<file path="config.mk">
export PLATFORM = sky130hd
export DESIGN_NAME = stream_demux_1ton_flat
export DESIGN_NICKNAME = d
export VERILOG_FILES = /design/src/rtl/stream_demux_1ton_if.sv /design/src/rtl/stream_demux_1ton.sv /design/src/flat_wrapper.sv
export SDC_FILE = /design/constraint.sdc
export NUM_CORES = 1
export LEC_CHECK = 0
export ABC_AREA = 1
export BUFFER_PORTS_ARGS = -buffer_cell sky130_fd_sc_hd__buf_2
export CORE_ASPECT_RATIO = 2
export CORE_MARGIN = 8
export CORE_UTILIZATION = 45
export CTS_CLUSTER_DIAMETER = 150
export DETAILED_ROUTE_END_ITERATION = 6
export GPL_TIMING_DRIVEN = 0
export PLACE_DENSITY = 0.78
export SLEW_MARGIN = 20
export SYNTH_ARGS = -nofsm -noshare
export SYNTH_HDL_FRONTEND = slang
export SYNTH_SLANG_ARGS = --single-unit
</file>
<file path="constraint.sdc">
create_clock -name clk -period 2.8 [get_ports clk]
set_clock_uncertainty 0.1 [all_clocks]
set_input_delay 0.14 -clock clk [delete_from_list [all_inputs] [get_ports clk]]
set_output_delay 0.14 -clock clk [all_outputs]
set_load 0.01 [all_outputs]
</file>
<file path="src/rtl/stream_demux_1ton_if.sv">
// Valid/ready bundle for the 1-to-N stream demultiplexer: one input stream
// and NUM_OUT output channels packed side by side.
interface stream_demux_1ton_if #(
    parameter int WORD_SIZE = 16,
    parameter int NUM_OUT   = 4
);
    localparam int SEL_W = $clog2(NUM_OUT);

    logic [WORD_SIZE-1:0]         in_data;
    logic                         in_valid;
    logic                         in_ready;
    logic                         in_last;
    logic [SEL_W-1:0]             in_sel;
    logic [NUM_OUT*WORD_SIZE-1:0] out_data;
    logic [NUM_OUT-1:0]           out_valid;
    logic [NUM_OUT-1:0]           out_ready;
    logic [NUM_OUT-1:0]           out_last;

    modport slave (
        input  in_data, in_valid, in_last, in_sel, out_ready,
        output in_ready, out_data, out_valid, out_last
    );

    modport master (
        output in_data, in_valid, in_last, in_sel, out_ready,
        input  in_ready, out_data, out_valid, out_last
    );
endinterface

</file>
<file path="src/rtl/stream_demux_1ton.sv">
// Packet-routed 1-to-NUM_OUT stream demux. The destination is latched on a
// packet's first beat; each channel drains through its own 2-entry skid FIFO.
module stream_demux_1ton #(
    parameter int WORD_SIZE = 16,
    parameter int NUM_OUT   = 4
) (
    input  logic                  clk,
    input  logic                  reset,
    stream_demux_1ton_if.slave    io,
    output logic                  busy,
    output logic                  err_sel
);
    localparam int SEL_W = $clog2(NUM_OUT);
    localparam logic [SEL_W:0] NUM_OUT_C = (SEL_W+1)'(NUM_OUT);

    typedef enum logic [1:0] {
        S_IDLE  = 2'd0,
        S_ROUTE = 2'd1,
        S_DROP  = 2'd2
    } state_t;

    state_t             state_q, state_d;
    logic [SEL_W-1:0]   dest_q, dest_d;
    logic [SEL_W-1:0]   push_dest;
    logic               err_q, err_d;
    logic               sel_ok;
    logic               in_ready_w;
    logic               push_en;
    logic [NUM_OUT-1:0] full_w;

    assign sel_ok = ({1'b0, io.in_sel} < NUM_OUT_C);

    always_comb begin
        state_d    = state_q;
        dest_d     = dest_q;
        err_d      = err_q;
        in_ready_w = 1'b0;
        push_en    = 1'b0;
        push_dest  = dest_q;
        case (state_q)
            S_IDLE: begin
                push_dest  = io.in_sel;
                // A bad destination is always accepted so the packet can be flushed.
                in_ready_w = !sel_ok || !full_w[io.in_sel];
                if (io.in_valid && in_ready_w) begin
                    push_en = sel_ok;
                    if (!sel_ok) begin
                        err_d = 1'b1;
                    end
                    if (!io.in_last) begin
                        state_d = sel_ok ? S_ROUTE : S_DROP;
                        dest_d  = io.in_sel;
                    end
                end
            end
            S_ROUTE: begin
                in_ready_w = !full_w[dest_q];
                if (io.in_valid && in_ready_w) begin
                    push_en = 1'b1;
                    if (io.in_last) begin
                        state_d = S_IDLE;
                    end
                end
            end
            S_DROP: begin
                in_ready_w = 1'b1;
                if (io.in_valid && io.in_last) begin
                    state_d = S_IDLE;
                end
            end
            default: state_d = S_IDLE;
        endcase
    end

    always_ff @(posedge clk) begin
        if (reset) begin
            state_q <= S_IDLE;
            dest_q  <= '0;
            err_q   <= 1'b0;
        end else begin
            state_q <= state_d;
            dest_q  <= dest_d;
            err_q   <= err_d;
        end
    end

    assign io.in_ready = in_ready_w;
    assign busy        = (state_q == S_ROUTE);
    assign err_sel     = err_q;

    genvar gi;
    generate
        for (gi = 0; gi < NUM_OUT; gi++) begin : g_ch
            logic [1:0]           cnt_q, cnt_d;
            logic [WORD_SIZE-1:0] d0_q, d0_d, d1_q, d1_d;
            logic                 l0_q, l0_d, l1_q, l1_d;
            logic                 push, pop;

            assign push        = push_en && (push_dest == SEL_W'(gi));
            assign pop         = (cnt_q != 2'd0) && io.out_ready[gi];
            assign full_w[gi]  = (cnt_q == 2'd2);

            // Entry 0 is always the head; a pop shifts entry 1 down before any push lands.
            always_comb begin
                cnt_d = cnt_q;
                d0_d  = d0_q;
                d1_d  = d1_q;
                l0_d  = l0_q;
                l1_d  = l1_q;
                if (pop) begin
                    d0_d  = d1_q;
                    l0_d  = l1_q;
                    cnt_d = cnt_q - 2'd1;
                end
                if (push) begin
                    if (cnt_d == 2'd0) begin
                        d0_d = io.in_data;
                        l0_d = io.in_last;
                    end else begin
                        d1_d = io.in_data;
                        l1_d = io.in_last;
                    end
                    cnt_d = cnt_d + 2'd1;
                end
            end

            always_ff @(posedge clk) begin
                if (reset) begin
                    cnt_q <= 2'd0;
                    d0_q  <= '0;
                    d1_q  <= '0;
                    l0_q  <= 1'b0;
                    l1_q  <= 1'b0;
                end else begin
                    cnt_q <= cnt_d;
                    d0_q  <= d0_d;
                    d1_q  <= d1_d;
                    l0_q  <= l0_d;
                    l1_q  <= l1_d;
                end
            end

            assign io.out_valid[gi]                         = (cnt_q != 2'd0);
            assign io.out_data[gi*WORD_SIZE +: WORD_SIZE]   = (cnt_q != 2'd0) ? d0_q : '0;
            assign io.out_last[gi]                          = (cnt_q != 2'd0) && l0_q;
        end
    endgenerate
endmodule

</file>
<file path="src/flat_wrapper.sv">
// flat-port wrapper written by rule: the top's interface ports become plain ports
module stream_demux_1ton_flat 
#(
    parameter int WORD_SIZE = 16,
    parameter int NUM_OUT   = 4
)
  (clk, reset, busy, err_sel, io_in_data, io_in_valid, io_in_last, io_in_sel, io_out_ready, io_in_ready, io_out_data, io_out_valid, io_out_last);
  stream_demux_1ton_if #(.WORD_SIZE(WORD_SIZE), .NUM_OUT(NUM_OUT)) io_i ();
  input  logic clk;
  input  logic reset;
  output logic busy;
  output logic err_sel;
  input wire logic [$bits(io_i.in_data)-1:0] io_in_data;
  input wire logic [$bits(io_i.in_valid)-1:0] io_in_valid;
  input wire logic [$bits(io_i.in_last)-1:0] io_in_last;
  input wire logic [$bits(io_i.in_sel)-1:0] io_in_sel;
  input wire logic [$bits(io_i.out_ready)-1:0] io_out_ready;
  output wire logic [$bits(io_i.in_ready)-1:0] io_in_ready;
  output wire logic [$bits(io_i.out_data)-1:0] io_out_data;
  output wire logic [$bits(io_i.out_valid)-1:0] io_out_valid;
  output wire logic [$bits(io_i.out_last)-1:0] io_out_last;
  assign io_i.in_data = io_in_data;
  assign io_i.in_valid = io_in_valid;
  assign io_i.in_last = io_in_last;
  assign io_i.in_sel = io_in_sel;
  assign io_i.out_ready = io_out_ready;
  assign io_in_ready = io_i.in_ready;
  assign io_out_data = io_i.out_data;
  assign io_out_valid = io_i.out_valid;
  assign io_out_last = io_i.out_last;
  stream_demux_1ton #(.WORD_SIZE(WORD_SIZE), .NUM_OUT(NUM_OUT)) u_core (.clk(clk), .reset(reset), .io(io_i), .busy(busy), .err_sel(err_sel));
endmodule
</file>
==> Word-level counts from Yosys, hierarchy flattened <==
Cells that the tools add are included.
{ "word_totals": {"reg_bits": 148} }
{ "classes": {"n_addsub": 8, "n_lt_le_gt_ge": 2, "eq_ne": 14, "muxes": 51, "bitwise_logic": 5, "n_reduce_logical": 33} }
{ "op_table": {"columns": ["op", "n"], "rows": [
  ["two-way mux 16 bit", 16],
  ["two-way mux 2 bit", 14],
  ["two-way mux 1 bit", 16],
  ["logical AND 1 bit", 15],
  ["== test 2 bit (second input constant)", 7],
  ["logical NOT 2 bit", 6],
  ["adder 2 x 1 -> 2 bit (second input constant)", 4],
  ["inequality test 2 x 1 -> 1 bit (second input constant)", 4],
  ["AND reduction 2 bit", 4],
  ["nonzero test 2 bit", 4],
  ["subtractor 2 x 1 -> 2 bit (second input constant)", 4],
  ["< comparator 2 x 3 -> 1 bit (second input constant)", 2],
  ["case mux 2 bit (3 select lines)", 1],
  ["NOT 1 bit", 5],
  ["AND reduction 5 bit", 1],
  ["binary-select mux 1 bit (select 2 bit)", 2],
  ["== test 2 x 1 -> 1 bit (second input constant)", 2],
  ["case mux 1 bit (3 select lines)", 1],
  ["AND reduction 3 bit", 1],
  ["logical NOT 1 bit", 2],
  ["inequality test 2 bit (second input constant)", 1],
  ["case mux 1 bit (2 select lines)", 1]
]} }

==> Depth between registers and ports, before layout <==
{ "depth": {"ltp_word": 9, "depth_mapped": 16, "mapped_depth_nobuf": 12} }

==> Worst setup path after synthesis <==
No wires, ideal clock.
{ "synth_timing": {"path_type": "register -> register", "startpoint": "reg u_core.g_ch[2].cnt_q[0]", "endpoint": "reg u_core.g_ch[2].l1_q", "setup_ns": 0.064, "t_arrival_ns": 2.665, "required_ns": 2.636, "setup_slack_ns": -0.029, "stages_incl_launch_ff": 15, "n_path_buf": 4, "period_less_slack_ns": 2.829, "cell_sequence": "dfxtp_1 inv_1 ha_1 buf_2 inv_1 nand2_1 buf_2 xor2_1 ha_1 clkbuf_1 clkinv_1 nand4_4 clkbuf_1 nor2_1 nor2_1"} }
{ "synth_between": {"elab_cells_between_ends": 20, "classes_between": "1 x add/sub; 1 x eq/ne; 8 x mux; 1 x bitwise; 9 x reduce/logical"} }
{ "synth_lines": {"columns": ["element", "line_no", "source"], "rows": [
  ["start: declaration", "stream_demux_1ton.sv:94", "logic [1:0] cnt_q, cnt_d;"],
  ["start signal: assignment", "stream_demux_1ton.sv:135", "cnt_q <= cnt_d;"],
  ["nonzero test 2 bit", null, null],
  ["via io_out_valid[2]", "flat_wrapper.sv:20", "output wire logic [$bits(io_i.out_valid)-1:0] io_out_valid;"],
  ["logical AND 1 bit", "stream_demux_1ton.sv:100", "assign pop = (cnt_q != 2'd0) && io.out_ready[gi];"],
  ["two-way mux 2 bit", "stream_demux_1ton.sv:110", "if (pop) begin"],
  ["logical NOT 2 bit", "stream_demux_1ton.sv:116", "if (cnt_d == 2'd0) begin"],
  ["NOT 1 bit (no line)", null, null],
  ["AND reduction 2 bit (no line)", null, null],
  ["end signal: assignment", "stream_demux_1ton.sv:139", "l1_q <= l1_d;"],
  ["end: declaration", "stream_demux_1ton.sv:96", "logic l0_q, l0_d, l1_q, l1_d;"]
]} }
The timed path passes the listed nets, and every way through them passes these cells. The select of a mux whose other input is x is not followed.
A chain may end at the register's enable or synchronous reset.

==> Worst setup path after layout <==
{ "layout_timing": {"startpoint": "reg u_core.g_ch[1].cnt_q[0]", "endpoint": "out io_in_ready"} }
{ "layout_between": {"elab_chain_cells": 5, "elab_cells_between_ends": 8, "classes_between": "1 x eq/ne; 5 x mux; 2 x reduce/logical"} }
{ "layout_lines": {"columns": ["element", "line_no", "source"], "rows": [
  ["start: declaration", "stream_demux_1ton.sv:94", null],
  ["start signal: assignment", "stream_demux_1ton.sv:135", null],
  ["== test 2 bit *", "stream_demux_1ton.sv:101", "assign full_w[gi] = (cnt_q == 2'd2);"],
  ["binary-select mux 1 bit (select 2 bit) (on tied branches)", "stream_demux_1ton.sv:57, stream_demux_1ton.sv:44", null],
  ["two-way mux 1 bit (on tied branches)", "stream_demux_1ton.sv:57, stream_demux_1ton.sv:44", null],
  ["logical NOT 1 bit (on tied branches)", "stream_demux_1ton.sv:57, stream_demux_1ton.sv:44", null],
  ["case mux 1 bit (3 select lines) *", "stream_demux_1ton.sv:40", "case (state_q)"],
  ["end: declaration", "flat_wrapper.sv:18", "output wire logic [$bits(io_i.in_ready)-1:0] io_in_ready;"]
]} }
Every way passes the cells marked *; elsewhere a longest branch is shown, timed or not. The select of a mux whose other input is x is not followed.

==> flow_summary.toml <==
[hold_path]
hold_class = "primary input to register"
hp-start = "io_in_data[15]"
min_path_cells = 3

[power]
p_per_area_nw_per_um2 = 861.5
p_leak_nw = 4.700
ir_drop_mv = 0.5648

[logic_synthesis]
synthXorXnorAreaFrac = 0.004170
yosysTopAreaCell = "dfxtp_1"
synthAdderAreaFrac = 0.01787
async_flop_share = 0
synthTopCellsByArea = "dfxtp_1 (35%), nand2_1 (23%), nor2_1 (10%)"
yosys.area.top_type_share = 0.3503
synthMuxAreaShare = 0
synth.yosys.warnings = 0
synth.distinct_cells = 26
synthTopCellsByCount = "nand2_1 (507), nor2_1 (224), inv_1 (158)"
ys.flop_type = "dfxtp_1"
synthMostInstantiatedCell = "nand2_1"
syn-num-nets = 1443
syn_inst = 1405
synth_seq_cells = 147
ys_seq_area_frac = 0.3503
syn-mean-instance-area_um2 = 5.980
synth-simple-area-share = 0.4025
netlist_area_um2 = 8402
synth-edff-count = 0
synth-compound-area-share = 0.08995
synth_top_family_by_area = "simple AND/OR/NAND/NOR gates"

[timing]
rsz0062_at_grt = "true"
final_hold_viol_count = 0
slew_headroom = 0.5462
tightest_slew_ns = 0.6807
post-route-min-period_ns = 2.702
min_period_over_period = 0.9649
setup_ws_ns = 0.09826
holdWs_ns = 0.004129
drv_slew = 0
setup_viol = 0
max_clock_freq_mhz = 370.1

[route]
dr_wl_met2_mm = 13.91
vias_per_cell = 5.225
routedWlPerCell_um = 15.85
met3WireLength_mm = 1.739
drtPass1Iterations = 5
drt_iter0_drc = 634
vias = 9061
wl_mm = 27.48
wl_met1_mm = 9.639
drc = 0
ant_nets = 0
routed.top_layer = "met4"

[critical_path]
cp.arrival_ns = 2.46
cp-end-kind = "output pin"
startpoint_type = "register"
required_ns = 2.56
path_max_fanout = 10
reg2reg_depth = 14
crit_start = "u_core.g_ch[1].cnt_q[0]"
crit_type = "register to output pin"
reg2reg_from = "u_core.g_ch[3].cnt_q[0]"

[clock_network]
cts.path.max_buffers = 2
cts-root-buf = "clkbuf_16"
cts_sinks = 147
htree_levels = 4
tritoncts.num_buffers = 17
path_clk_slew_ns = 0.06
clock_latency_ns = 0.44
cts_tree = "done"

[placed_design]
dpl.hpwl_mm = 19.74
port_buffers = 80
gp_congestion = 0.9055
dpl_worst_slack_ns = -0.7740
placed_area_um2 = 9075

[floorplanning]
ios = 101
fp-row-count = 70
start_util = 0.4590
die_w_um = 112.6
dieArea_um2 = 23560
core-area_um2 = 18310
die_y_um = 209.2

[final_layout]
layout.filler_cells = 1801
ff_latch_area_um2 = 2947
multiInputGateArea_um2 = 4477
area_growth_pct = 18.20
fin_util = 0.5425
fin_area_um2 = 9931
diodes = 0
fin_nets = 1544
drive_gt1_frac = 0.1476

[global_routing]
grt_first_pass_wirelength_mm = 43.66
grt-ovfl-total = 0
grtUsageTotal = 0.2323
grt_pass1_vias = 8732
grt_max_degree = 17
antenna_found_initial = 0

[run]
max_cap_violations = 0

[outcome]
outcome = "finished clean"
power breakdown:
part	switching [mW]	total, mW	internal [mW]	leakage [nW]
Combinational	2.55	3.74	1.19	3.22
Clock	0.921	2.34	1.42	0.290
Sequential	0.135	2.47	2.34	1.19
logic make-up after synthesis:
logic type	after synthesis
buffers and inverters	273
other	1
xor gates and xnor gates	4
AOI/OAI and AO/OA	149
DFF	147
adders and majority gates	12
and+or+nand+nor	819
layer usage:
metal	track usage	vias to the layer above
li1	-	4488
met5	0	-
met3	0.04506	128
met2	0.4153	398
met4	0.1959	0
met1	0.2234	4047
critical path, stage by stage (launching register included):
cell	delay, ns
dfxtp_1	0.38
inv_1	0.09
ha_1	0.25
nand2_1	0.08
nand3_1	0.09
nand2_1	0.07
nand2_1	0.05
nand2_2	0.25
buf_4	0.25
buf_2	0.30
buf_2	0.20
registers in the layout, summed over array words and instances (netlist names):
| register | cells |
|---|---|
| u_core.g_ch.d0_q | 64 |
| u_core.g_ch.d1_q | 64 |
| u_core.state_q | 1 |
| u_core.g_ch.cnt_q | 8 |
| u_core.dest_q | 2 |
| u_core.g_ch.l0_q | 4 |
| u_core.g_ch.l1_q | 4 |
final cells by class:
cell class	count	area share
Buffer	102	0.05544
Clock buffer	22	0.04977
Clock inverter	9	0.01033
Inverter	166	0.06388
Multi-Input combinational cell	985	0.4508
Sequential cell	147	0.2967
Tap cell	216	0.02721
Timing Repair Buffer	87	0.04586
per-stage QoR:
step	instances	total power [mW]	TNS, ns
final	1734	8.555	0
after global routing	1734	9.089	-0.05340
after CTS	1730	8.342	0
after detailed placement	1701	5.780	-71.00
after global placement	1701	5.705	-65.81
after floorplan	1405	4.880	0
cell usage in the layout, fill, tap and decap left out, drive strengths merged:
cell,netlist,layout
nand2,508,508
nor2,228,228
inv,161,164
dfxtp,147,147
buf,55,136
o21ai,74,74
a21oi,74,74
clkbuf,52,73
nand4,72,72
ha,12,12
nand3,11,11
clkinv,5,6
xor2,4,4
clkinvlp,0,3
bufinv,0,2
dlygate4sd3,0,2
a21boi,1,1
conb,1,1
repair_timing:
action                                  CTS  global route
hold buffers                              2             0
cloned                                    0             1
endpoints found under the hold margin     2             0
endpoints found under the setup margin  136           109
gates resized for setup                  35            40
setup buffers                             0             4
pin swaps                                 3             2
path summary, 6_finish.rpt:
check	to	slack, ns
max	io_in_ready	0.1
max reg2reg	u_core.g_ch[3].d1_q[14]	0.14
min	u_core.g_ch[1].d1_q[15]	0.004
min reg2reg	u_core.g_ch[0].d1_q[5]	0.41
Note: power is estimated with default switching activity, not from simulation.
